`src/rtl/musa_pkg.sv`:
```
// Shared constants for the multiply/divide responder: R-type func codes
// handled outside the combinational alu, and the muldiv FSM state encoding.
package musa_pkg;

    localparam logic [5:0] FUNC_MTHI  = 6'h11;
    localparam logic [5:0] FUNC_MTLO  = 6'h13;
    localparam logic [5:0] FUNC_MULT  = 6'h18;
    localparam logic [5:0] FUNC_MULTU = 6'h19;
    localparam logic [5:0] FUNC_DIV   = 6'h1A;
    localparam logic [5:0] FUNC_DIVU  = 6'h1B;

    typedef enum logic [2:0] {
        S_IDLE = 3'd0,
        S_MUL  = 3'd1,
        S_DIV  = 3'd2,
        S_FIX  = 3'd3,
        S_DONE = 3'd4
    } state_e;

endpackage

```
`src/rtl/muldiv_iter.sv`:
```
// One iteration of the magnitude datapath.
//   div_mode_i=0: shift-add multiply step. acc = {partial_hi, multiplier}; the
//                 addend is added into the upper half when acc[0] is set, then
//                 the whole accumulator shifts right by one.
//   div_mode_i=1: restoring divide step. acc = {remainder, dividend/quotient};
//                 shift left by one, subtract the divisor when it fits and shift
//                 the resulting quotient bit into the bottom.
module muldiv_iter #(
    parameter int WIDTH = 32
) (
    input  logic [2*WIDTH-1:0] acc_i,
    input  logic [WIDTH-1:0]   opnd_i,
    input  logic               div_mode_i,
    output logic [2*WIDTH-1:0] acc_o
);

    logic [WIDTH:0]   sum;
    logic [WIDTH:0]   rem_sh;
    logic [WIDTH-1:0] diff;
    logic             fits;

    // Next accumulator for either mode; the divide difference is taken modulo
    // 2^WIDTH because when it fits the true result is always below the divisor.
    always_comb begin
        sum    = {1'b0, acc_i[2*WIDTH-1:WIDTH]} + (acc_i[0] ? {1'b0, opnd_i} : '0);
        rem_sh = acc_i[2*WIDTH-1:WIDTH-1];
        fits   = (rem_sh >= {1'b0, opnd_i});
        diff   = rem_sh[WIDTH-1:0] - opnd_i;
        acc_o  = {sum, acc_i[WIDTH-1:1]};
        if (div_mode_i) begin
            if (fits) begin
                acc_o = {diff, acc_i[WIDTH-2:0], 1'b1};
            end else begin
                acc_o = {rem_sh[WIDTH-1:0], acc_i[WIDTH-2:0], 1'b0};
            end
        end
    end

endmodule

```
`src/rtl/muldiv_unit.sv`:
```
// Multi-cycle multiply/divide responder owning the HI/LO registers.
// Operands are reduced to magnitudes on accept, iterated one bit per cycle,
// and sign-corrected in FIX before HI/LO are written on entry to DONE.
// Build option: MULDIV_FAST_MUL_EN -- MULT/MULTU use a single-cycle
// WIDTHxWIDTH multiplier and go straight from IDLE to DONE.
module muldiv_unit
    import musa_pkg::*;
#(
    parameter int WIDTH = 32,
    parameter int CNT_W = 6
) (
    input  logic             clock,
    input  logic             reset,
    input  logic             start,
    input  logic [5:0]       func,
    input  logic [WIDTH-1:0] data_a,
    input  logic [WIDTH-1:0] data_b,
    output logic             busy,
    output logic             done,
    output logic             div_by_zero,
    output logic [WIDTH-1:0] hi,
    output logic [WIDTH-1:0] lo
);

    localparam logic [CNT_W-1:0] LAST = CNT_W'(WIDTH - 1);

    state_e             state_q;
    logic [CNT_W-1:0]   cnt_q;
    logic [2*WIDTH-1:0] acc_q;
    logic [2*WIDTH-1:0] acc_d;
    logic [WIDTH-1:0]   opnd_q;
    logic [5:0]         func_q;
    logic               neg_res_q, neg_rem_q;
    logic               busy_q, done_q, dbz_q;
    logic [WIDTH-1:0]   hi_q, lo_q;

    logic               is_mul, is_div, is_signed, sign_a, sign_b;
    logic [WIDTH-1:0]   abs_a, abs_b;
    logic [2*WIDTH-1:0] prod_fix;
    logic [WIDTH-1:0]   quo_fix, rem_fix;

    muldiv_iter #(.WIDTH(WIDTH)) u_iter (
        .acc_i      (acc_q),
        .opnd_i     (opnd_q),
        .div_mode_i (state_q == S_DIV),
        .acc_o      (acc_d)
    );

    // Decode the incoming request and form operand magnitudes.
    always_comb begin
        is_mul    = (func == FUNC_MULT) || (func == FUNC_MULTU);
        is_div    = (func == FUNC_DIV)  || (func == FUNC_DIVU);
        is_signed = (func == FUNC_MULT) || (func == FUNC_DIV);
        sign_a    = is_signed & data_a[WIDTH-1];
        sign_b    = is_signed & data_b[WIDTH-1];
        abs_a     = sign_a ? -data_a : data_a;
        abs_b     = sign_b ? -data_b : data_b;
    end

    // Sign correction of the finished magnitude result.
    always_comb begin
        prod_fix = neg_res_q ? -acc_q : acc_q;
        quo_fix  = neg_res_q ? -acc_q[WIDTH-1:0] : acc_q[WIDTH-1:0];
        rem_fix  = neg_rem_q ? -acc_q[2*WIDTH-1:WIDTH] : acc_q[2*WIDTH-1:WIDTH];
    end

`ifdef MULDIV_FAST_MUL_EN
    logic [2*WIDTH-1:0] fast_mag, fast_prod;

    // Single-cycle magnitude product, sign applied immediately.
    always_comb begin
        fast_mag  = {{WIDTH{1'b0}}, abs_a} * {{WIDTH{1'b0}}, abs_b};
        fast_prod = (sign_a ^ sign_b) ? -fast_mag : fast_mag;
    end
`endif

    // Sequencing FSM with registered busy/done/div_by_zero and HI/LO.
    always_ff @(posedge clock or negedge reset) begin
        if (!reset) begin
            state_q   <= S_IDLE;
            cnt_q     <= '0;
            acc_q     <= '0;
            opnd_q    <= '0;
            func_q    <= '0;
            neg_res_q <= 1'b0;
            neg_rem_q <= 1'b0;
            busy_q    <= 1'b0;
            done_q    <= 1'b0;
            dbz_q     <= 1'b0;
            hi_q      <= '0;
            lo_q      <= '0;
        end else begin
            done_q <= 1'b0;
            dbz_q  <= 1'b0;
            case (state_q)
                S_IDLE: begin
                    if (start) begin
                        func_q    <= func;
                        neg_res_q <= sign_a ^ sign_b;
                        neg_rem_q <= sign_a;
                        cnt_q     <= '0;
                        if (is_mul) begin
`ifdef MULDIV_FAST_MUL_EN
                            {hi_q, lo_q} <= fast_prod;
                            state_q      <= S_DONE;
                            done_q       <= 1'b1;
`else
                            acc_q   <= {{WIDTH{1'b0}}, abs_b};
                            opnd_q  <= abs_a;
                            state_q <= S_MUL;
                            busy_q  <= 1'b1;
`endif
                        end else if (is_div) begin
                            if (data_b == '0) begin
                                state_q <= S_DONE;
                                done_q  <= 1'b1;
                                dbz_q   <= 1'b1;
                            end else begin
                                acc_q   <= {{WIDTH{1'b0}}, abs_a};
                                opnd_q  <= abs_b;
                                state_q <= S_DIV;
                                busy_q  <= 1'b1;
                            end
                        end else if (func == FUNC_MTHI) begin
                            hi_q    <= data_a;
                            state_q <= S_DONE;
                            done_q  <= 1'b1;
                        end else if (func == FUNC_MTLO) begin
                            lo_q    <= data_a;
                            state_q <= S_DONE;
                            done_q  <= 1'b1;
                        end
                    end
                end
                S_MUL, S_DIV: begin
                    acc_q <= acc_d;
                    cnt_q <= cnt_q + 1'b1;
                    if (cnt_q == LAST) begin
                        state_q <= S_FIX;
                    end
                end
                S_FIX: begin
                    if ((func_q == FUNC_MULT) || (func_q == FUNC_MULTU)) begin
                        {hi_q, lo_q} <= prod_fix;
                    end else begin
                        hi_q <= rem_fix;
                        lo_q <= quo_fix;
                    end
                    state_q <= S_DONE;
                    busy_q  <= 1'b0;
                    done_q  <= 1'b1;
                end
                S_DONE: begin
                    state_q <= S_IDLE;
                end
                default: begin
                    state_q <= S_IDLE;
                    busy_q  <= 1'b0;
                end
            endcase
        end
    end

    assign busy        = busy_q;
    assign done        = done_q;
    assign div_by_zero = dbz_q;
    assign hi          = hi_q;
    assign lo          = lo_q;

endmodule

```
`config.mk`:
```
export PLATFORM = sky130hd
export DESIGN_NAME = muldiv_unit
export DESIGN_NICKNAME = d
export VERILOG_FILES = /design/src/rtl/musa_pkg.sv /design/src/rtl/muldiv_iter.sv /design/src/rtl/muldiv_unit.sv
export SDC_FILE = /design/constraint.sdc
export NUM_CORES = 1
export LEC_CHECK = 0
export CAP_MARGIN = 10
export CORE_MARGIN = 2
export CORE_UTILIZATION = 45
export CTS_CLUSTER_DIAMETER = 100
export DETAILED_ROUTE_END_ITERATION = 10
export GPL_ROUTABILITY_DRIVEN = 0
export HOLD_SLACK_MARGIN = 0.12
export PLACE_DENSITY = 0.67
export SYNTH_ARGS = -nofsm -noshare
export SYNTH_HDL_FRONTEND = slang
export SYNTH_SLANG_ARGS = --single-unit
```
`constraint.sdc`:
```
create_clock -name clock -period 3.35 [get_ports clock]
set_input_delay 1.005 -clock clock [delete_from_list [all_inputs] [get_ports clock]]
set_output_delay 1.005 -clock clock [all_outputs]
set_load 0.01 [all_outputs]
```
**Word-level counts from Yosys, hierarchy flattened**

Index checks and enable logic that the tools add are counted.
Widths: inputs -> output; s select.

- Word-level logic and storage cells: 123
- Flip-flop bits (word level): 180
- Bits of input ports: 73
- Output and inout bits: 67

- $add $sub $neg: 8
- $lt $le $gt $ge: 1
- Bitwise operators: 4
- Eq/ne operators: 24
- Mux-type cells: 55
- Reduce and logical (&&, ||, !) cells: 19

Operators by type and width:

| cell | count |
|---|---|
| $mux 32 | 19 |
| $mux 64 | 7 |
| $neg 32->32 | 4 |
| $pmux 32 s2 | 2 |
| $pmux 64 s2 | 1 |
| $neg 64->64 | 1 |
| $eq 6x5->1 const B | 9 |
| $add 32x33->33 | 1 |
| $ge 33x32->1 | 1 |
| $logic_not 32->1 | 1 |
| $sub 32x32->32 | 1 |
| $mux 3 | 7 |
| $ne 2x2->1 const B | 8 |
| $mux 1 | 14 |
| $pmux 6 s2 | 1 |
| $reduce_and 4->1 | 3 |
| $pmux 3 s3 | 1 |
| $add 6x1->6 const B | 1 |
| $eq 3x2->1 const B | 2 |
| $mux 6 | 1 |
| $ne 3x3->1 const B | 2 |
| $reduce_and 6->1 | 1 |
| $reduce_bool 2->1 | 3 |
| $ne 5x5->1 const B | 1 |
| other kinds (13) | 19 |

**Depth between registers and ports, before layout**

Gate-level depths: netlist (run 1).

- Depth in word-level cells: 9
- Gate-level depth with buffers: 14
- Mapped depth without buffers: 13

**Modules after synthesis**

A second synthesis (run 1) with hierarchy kept.

- Cells, all modules: 2013
- Area total of the unflattened synthesis: 15781.4 sq um

Modules (own cells, without submodules):

| module | area each (sq um) | instances | seq. area each (sq um) | cells each |
|---|---|---|---|---|
| muldiv_unit | 11114.4 | 1 | 4479.3 | 1324 |
| muldiv_iter | 4667.0 | 1 | 0.0 | 689 |

**Worst setup path before layout (run 1)**

OpenSTA, ideal clock, no wires.

- Kind: input to register
- From: input port data_b[7]
- To: register acc_q[31]
- Stages on the path: 11
- Arrival time: 3.364 ns
- Library setup time: 0.121 ns
- Buffers on the path: 3
- Setup slack: -0.135 ns
- Path through: or4_1 > or3_1 > clkbuf_1 > or3_4 > nor3_4 > a21oi_1 > o21bai_1 > buf_4 > buf_4 > a31oi_1 > a22o_1

- Cells in the longest elaborated chain, start to end: 5
- Elaborated cells between the ends (all ways): 8

RTL lines:

| what | line | RTL |
|---|---|---|
| start, declared | muldiv_unit.sv:17 | `input logic [WIDTH-1:0] data_b,` |
| $neg 32->32 | muldiv_unit.sv:57 | `abs_b = sign_b ? -data_b : data_b;` |
| $mux 32 | muldiv_unit.sv:57 |  |
| $mux 64 | muldiv_unit.sv:102 | `if (is_mul) begin` |
| $mux 64 | muldiv_unit.sv:97 | `if (start) begin` |
| $pmux 64 s2 | muldiv_unit.sv:95 | `case (state_q)` |
| end signal, assigned | muldiv_unit.sv:108 | `acc_q <= {{WIDTH{1'b0}}, abs_b};` |
| end signal, assigned | muldiv_unit.sv:119 | `acc_q <= {{WIDTH{1'b0}}, abs_a};` |
| end, declared | muldiv_unit.sv:29 | `logic [2*WIDTH-1:0] acc_q;` |

Several ways; a longest one is shown, not always the timed one. The select of a mux whose other input is x is not followed.
A chain may end at the register's enable or synchronous reset.

**Worst setup path after layout (run 1)**

- From: input port data_a[6]
- To: register opnd_q[12]

- Cells in the longest elaborated chain, start to end: 3

RTL lines:

| what | line | RTL |
|---|---|---|
| start, declared | muldiv_unit.sv:16 | `input logic [WIDTH-1:0] data_a,` |
| $neg 32->32 | muldiv_unit.sv:56 | `abs_a = sign_a ? -data_a : data_a;` |
| $mux 32 | muldiv_unit.sv:56 |  |
| $mux 32 | muldiv_unit.sv:102 |  |
| end signal, assigned | muldiv_unit.sv:109 | `opnd_q <= abs_a;` |
| end signal, assigned | muldiv_unit.sv:120 | `opnd_q <= abs_b;` |
| end, declared | muldiv_unit.sv:31 | `logic [WIDTH-1:0] opnd_q;` |

No other way between the ends.

==> results.json, run 1 <==
{
  "outcome": "finished, violations left",
  "violations_in_the_final_reports": "negative setup slack",
  "dpl.hpwl_um": 46900,
  "worst_setup_hold_path_clk_slew_ns": 0.08,
  "starting_utilization_of_the_core_area_pct": 45.30,
  "worst_slew_margin_rel_pct": 50.62,
  "io-pin-count": 140,
  "max_cap_check_violation_count": 0,
  "syn-cell-area_um2": 15530,
  "finalNetCount": 2518,
  "post-route-worst-setup-slack_ns": -0.004979,
  "synth-compound-area-share_pct": 26.22,
  "timing.fmax_mhz": 298.1,
  "area_growth_pct": 31.84,
  "synth.yosys.seq_area_share_pct": 28.84,
  "placeableCoreArea_um2": 34290,
  "synth_xor_xnor_area_share_pct": 9.924,
  "combPwrFrac_pct": 70.2,
  "dieArea_um2": 36020,
  "synth-adder-area-share_pct": 5.816,
  "post-route-min-period_ns": 3.355,
  "final_clock_period_utilization_by_the_worst_path_pct": 100.1,
  "clkPwrFrac_pct": 9.7,
  "yosys.area_share.simple_pct": 22.33,
  "power.static_leakage_nw": 8.919,
  "synth_edf_count": 0,
  "ys_types": 84,
  "first_global_vias": 15770,
  "via_per_inst": 6.141,
  "skew_ns": 0.01265,
  "synthCells": 2067,
  "num_vias": 17450,
  "n_antenna_cell": 0,
  "synth_top_family_by_area": "compound AO/OA/AOI/OAI gates",
  "synthMuxAreaShare_pct": 2.062,
  "critPathLaunchType": "primary input",
  "power_report.internal_total_mw": 10.51,
  "clock_sinks": 179,
  "hold_slack_ns": 0.4523,
  "placed_cells_incl_taps": 2794,
  "report.final.setup_viol": 1,
  "grt_pass1_wl_um": 90940,
  "power_density_nw_per_um2": 1025,
  "timing_max_transition_violations_final": 0,
  "critical_path_peak_fanout": 5,
  "maximum_number_of_pins_on_one_net_before_global_route_repair": 61,
  "syn_nets": 2211,
  "total_number_of_h_tree_levels": 4,
  "initial_antenna_violation_count": 0,
  "finalHoldViolations": 0,
  "postLayoutCellArea_um2": 20480,
  "clock_tree.buffer_depth": 2,
  "asyncSetResetFlopFracSynth_pct": 100.0,
  "cts.root.buffer_cell": "sky130_fd_sc_hd__clkbuf_16",
  "final-instance-count-excl-fill": 2841,
  "dr.pass1.iters": 8,
  "post_dp_cell_area_um2": 19260,
  "cts_tree": "yes",
  "critical_path_arrival_ns": 3.69,
  "fin_tns_setup_ns": -0.004979,
  "wire_per_inst_um": 21.49,
  "drc": 0,
  "post_route_cells_drive_above_1_share_pct": 17.39,
  "die-height_um": 189.8,
  "detail-route-antenna-nets": 0,
  "post_cts_hold_buffer_count": 0,
  "max-vdd-ir-drop_mv": 0.4893,
  "switchingPower_mw": 10.47,
  "worst-slew-pin-transition_ns": 0.7407,
  "overflow": 0,
  "routed_wl_um": 61050,
  "synth-main-ff-cell": "sky130_fd_sc_hd__dfrtp_1",
  "tritoncts.num_buffers": 17,
  "worst_skew_pair.late_latency_ns": 0.46,
  "design_power_total_mw": 20.98,
  "hold_path.class": "in -> async",
  "fp.dieW_um": 189.8,
  "cp_data_required_time_ns": 3.68,
  "grtUsageTotal_pct": 32.84,
  "placement.io_buffers": 139,
  "setup.worst_path.end_class": "flip-flop",
  "syn_area_per_cell_um2": 7.514,
  "r2r.worst_path.cells": 9,
  "synth-seq-cells": 179,
  "power.sequential.fraction_pct": 20.1,
  "yosysWarnings": 0,
  "drt_iter0_drc": 2402,
  "core.rowCount": 68,
  "worst-setup-path-type": "in -> reg",
  "switching_share_pct": 49.89,
  "fillers": 3059
}
==> cell families (layout without fill, tap and decap cells) <==
group,after synthesis,after routing
flops,179,179
simple gates,752,752
buf+inv,190,509
fa+ha+maj,71,71
xor+xnor,176,176
mux,31,31
compound gates,668,668
==> sequential cells by signal, summed over array words and instances (netlist names) <==
register	count
acc_q	64
hi	32
lo	32
opnd_q	32
cnt_q	6
func_q	5
state_q	3
busy	1
div_by_zero	1
done	1
neg_rem_q	1
neg_res_q	1
==> cells in the mapped netlist, types with 23 or more instances <==
library cell,n,area share (%)
sky130_fd_sc_hd__inv_1,55,1.3
sky130_fd_sc_hd__ha_1,69,5.6
sky130_fd_sc_hd__nor3_1,34,1.1
sky130_fd_sc_hd__nand3_1,36,1.2
sky130_fd_sc_hd__mux2i_1,23,1.5
sky130_fd_sc_hd__o31ai_1,44,2.1
sky130_fd_sc_hd__o21ai_0,203,6.5
sky130_fd_sc_hd__xor2_1,91,5.1
sky130_fd_sc_hd__dfrtp_1,179,29
sky130_fd_sc_hd__a21oi_1,230,7.4
sky130_fd_sc_hd__clkbuf_1,109,2.6
sky130_fd_sc_hd__nor2_1,206,5.0
sky130_fd_sc_hd__a21o_1,32,1.5
sky130_fd_sc_hd__nand2_1,305,7.4
sky130_fd_sc_hd__xnor2_1,85,4.8
sky130_fd_sc_hd__or3_1,23,0.93
==> power by group through the flow <==
stage	combinational (mW)	clock [mW]	sequential [mW]
final	14.7	2.03	4.22
after global routing	15.8	2.12	4.33
after detailed placement	13.6	0	4.21
after CTS	13.7	2.05	4.16
after floorplan	8.47	0	4.18
after global placement	13.3	0	4.17
==> routing by layer <==
| metal | vias up | wire, um | GRT usage, % |
|---|---|---|---|
| met5 | - | 0 | 0 |
| met4 | 0 | 2540 | 11.90 |
| met3 | 172 | 6817 | 5.423 |
| met2 | 1074 | 26700 | 51.01 |
| met1 | 8208 | 24990 | 46.09 |
| li1 | 7994 | - | - |
==> worst max-delay path, stage by stage <==
cell and delay (ns):
sky130_fd_sc_hd__clkdlybuf4s50_1 0.48, sky130_fd_sc_hd__or4_4 0.56, sky130_fd_sc_hd__or3_4 0.39, sky130_fd_sc_hd__buf_4 0.17
sky130_fd_sc_hd__nor2_2 0.12, sky130_fd_sc_hd__a21oi_1 0.11, sky130_fd_sc_hd__xor2_1 0.18, sky130_fd_sc_hd__buf_4 0.16
sky130_fd_sc_hd__a21oi_1 0.24, sky130_fd_sc_hd__buf_4 0.17, sky130_fd_sc_hd__o21ai_0 0.09
==> placed cells by master, fill, tap and decap left out, types with 11 or more instances in the layout <==
master and instances:
sky130_fd_sc_hd__or4_1 13, sky130_fd_sc_hd__clkbuf_16 21, sky130_fd_sc_hd__o31ai_1 38, sky130_fd_sc_hd__inv_1 54, sky130_fd_sc_hd__ha_1 64, sky130_fd_sc_hd__nand2b_1 16, sky130_fd_sc_hd__nor3_1 31, sky130_fd_sc_hd__and2_1 14
sky130_fd_sc_hd__a22oi_1 18, sky130_fd_sc_hd__nand4_1 16, sky130_fd_sc_hd__xor2_1 90, sky130_fd_sc_hd__mux2i_1 23, sky130_fd_sc_hd__dfrtp_1 178, sky130_fd_sc_hd__nor2_1 202, sky130_fd_sc_hd__and3_1 19, sky130_fd_sc_hd__nand3_1 35
sky130_fd_sc_hd__dlymetal6s2s_1 11, sky130_fd_sc_hd__clkdlybuf4s50_1 126, sky130_fd_sc_hd__a21oi_1 224, sky130_fd_sc_hd__buf_12 21, sky130_fd_sc_hd__a21o_1 32, sky130_fd_sc_hd__or3_1 18, sky130_fd_sc_hd__xnor2_1 83, sky130_fd_sc_hd__nand2_1 305
sky130_fd_sc_hd__a31oi_1 15, sky130_fd_sc_hd__a221oi_1 13, sky130_fd_sc_hd__o21ai_0 192, sky130_fd_sc_hd__buf_4 253
==> stage by stage <==
| stage | setup WS [ns] | utilization, % |
|---|---|---|
| floorplan | -0.04089 | - |
| global placement | -0.5463 | 56.16 |
| detailed placement | -0.5567 | 56.16 |
| CTS | 0.002306 | 58.00 |
| global route | -0.03238 | 59.72 |
| finish | -0.004979 | 59.72 |
==> what timing repair did <==
action / 4_1_cts / 5_1_grt
hold endpoints to repair: 0 / 0
pin swaps: 1 / 22
cloned: 0 / 6
endpoints found under the setup margin: 33 / 100
setup buffers: 1 / 9
resized for setup: 15 / 85
==> final cells by class <==
cell class	instances	area, um2	share of cell area, %
clock buffer	17	425.4	2.077
inverter	55	206.4	1.008
sequential	179	4481	21.88
timing repair buffer	423	3911	19.10
multi-input combinational	1698	10740	52.45
clock inverter	14	145.1	0.7087
tap	455	569.3	2.780
==> worst paths after layout <==
kind	startpoint	endpoint	slack (ns)
max in group asynchronous	reset	lo[26]	2.11
min in group clock	lo[11]	lo[11]	0.48
hold / removal	reset	lo[17]	0.45
setup reg to reg	acc_q[42]	hi[31]	0.11
setup / recovery	data_a[6]	opnd_q[12]	-0.005
hold reg to reg	lo[11]	lo[11]	0.48
No activity file was read; power rests on OpenSTA's default activity.
==> run 2: changes to the inputs <==
--- a/config.mk
+++ b/config.mk
@@ -5,6 +5,7 @@
 export SDC_FILE = /design/constraint.sdc
 export NUM_CORES = 1
 export LEC_CHECK = 0
+export ABC_CLOCK_PERIOD_IN_PS = 3350
 export CAP_MARGIN = 10
 export CORE_MARGIN = 2
 export CORE_UTILIZATION = 45
==> results of run 2 <==
Same layout as run 1: the final DEF is identical, and so are final timing and power.
==> RTL change, RTL diff (settings of run 2) <==
The parameter `CNT_W` goes from 6 to 8.
--- a/src/rtl/muldiv_unit.sv
+++ b/src/rtl/muldiv_unit.sv
@@ -7,7 +7,7 @@
     import musa_pkg::*;
 #(
     parameter int WIDTH = 32,
-    parameter int CNT_W = 6
+    parameter int CNT_W = 8
 ) (
     input  logic             clock,
     input  logic             reset,
Check against the original RTL: same outputs for any inputs over 4 cycles, from zero or initial values and one cycle with reset low; that may be too few to reach the edited logic, so the function may still have changed.
==> RTL change against run 2 <==
- the run still ends with setup timing left
- sequential cell count increased by 2
- cell area increased by 3.3%
- global-route usage increased by 1.1 points
- largest power group unchanged
- synthesized area increased by 1.2%
- worst setup slack got worse by 0.21 ns
- total power increased by 10%
- die area increased by 1.2%
- routed wire length increased by 4.2%
- critical endpoint is now hi[21]$_DFFE_PN0P_
- critical path type is now reg -> reg
- core utilization increased by 1.6 points
==> RTL change: results (changes against run 2) <==
- Layout cells sized above 1: 20.0% (+2.6 points)
- Status: complete, but fails checks
- VDD IR max: 511 uV (+4.4%)
- Post-DP HPWL: 48700 microns (+3.9%)
- Clk_skew: 0.0190 ns (+0.00636 ns)
- Commonest cells post-synth: nand2_1 (308), nor2_1 (232), a21oi_1 (190)
- Register area share after synthesis: 28.8% (about the same)
- Setup TNS: -0.503 ns (-0.498 ns)
- Non-clock buffering overhead: 19.9% (+0.82 points)
- WP data arrival: 3.94 ns (+0.25 ns)
- First-pass GRT wire length: 94600 microns (+4.0%)
- Yosys cell types: 72 (-14%)
- Clk tree area frac: 2.75% (-0.035 points)
- Starting DRT DRC Count: 2582 (+7.5%)
- CP Launch Point: acc_q[24]$_DFFE_PN0P_
- Post-Syn Nets: 2252 (+1.9%)
- Worst-Margin Slew: 1.04 ns (+0.297 ns)
- Synth area leaders: dfrtp_1 (29%), nand2_1 (7.4%), a21oi_1 (6.0%)
- Non-Filler Instances: 2932 (+3.2%)
- Final setup vio count: 7 (+6)
- WL/cell: 21.7 microns (+0.93%)
- Multi-Input Combinational: 1706 (+0.47%)
- Combinational power: 16.9 mW (+15%)
- CP Capture Point: hi[21]$_DFFE_PN0P_
- R2r worst-path depth: 10 (+1)
- Via count: 17900 (+2.8%)
- Setup WS post-layout: -0.214 ns (-0.209 ns)
- Fillers: 3020 (-1.3%)
- Router iterations before antenna repair: 7 (-1)
- Worst path max stage delay: 0.59 ns (+0.03 ns)
- Leak: 9.29 nW (+4.2%)
- PostCTS Resize Cnt: 32 (+17)
- Violated checks: setup timing
- Worst R2R Start: acc_q[24]$_DFFE_PN0P_
- Signal inverters: 76 (+38%)
## RTL change: changes by cell type in the layout (fill, tap and decap cells not counted), moves of 9 or more
cell / delta
a21o_1: +11
a221oi_1: -11
o21ai_0: -33
nand4_1: +9
a21oi_1: -46
nor4_1: +10
a31oi_1: +25
nor2_1: +20
inv_1: +21
and3_1: -11
buf_4: +64
mux2i_1: +29
## RTL change: how the worst min path moves through the flow
| stage | start | endpoint | slack (ns) | cells past startpoint |
|---|---|---|---|---|
| floorplan | func_q[3]$_DFFE_PN0P_ | func_q[3]$_DFFE_PN0P_ | 0.44 | 2 |
| global route | hi[14]$_DFFE_PN0P_ | hi[14]$_DFFE_PN0P_ | 0.49 | 1 |
| finish | func_q[3]$_DFFE_PN0P_ | func_q[3]$_DFFE_PN0P_ | 0.48 | 2 |
| detailed placement | func_q[3]$_DFFE_PN0P_ | func_q[3]$_DFFE_PN0P_ | 0.46 | 2 |
| global placement | func_q[3]$_DFFE_PN0P_ | func_q[3]$_DFFE_PN0P_ | 0.45 | 2 |
| CTS | func_q[3]$_DFFE_PN0P_ | func_q[3]$_DFFE_PN0P_ | 0.48 | 2 |
## RTL change: per-stage QoR
stage                     total power [mW]  setup WS, ns  util [%]  cell area, sq um
after detailed placement              19.7        -0.618      57.5             19800
after global routing                  24.7        -0.292      61.4             21100
after global placement                19.3        -0.602      57.5             19800
final                                 23.2        -0.214      61.4             21100
after CTS                             22.0        -0.155      59.7             20600
after floorplan                       13.6       0.00135         -             15800
## RTL change: metal layers
metal  global-route usage, %  routed length (microns)  up-vias  share of wire (%)
li1                        -                        -     8179                  -
met1                    44.9                    24800     8386                 39
met2                    52.6                    27400     1142                 43
met3                    6.55                     7340      238                 12
met4                    17.4                     4030        0                6.3
met5                       0                        0        -                  0
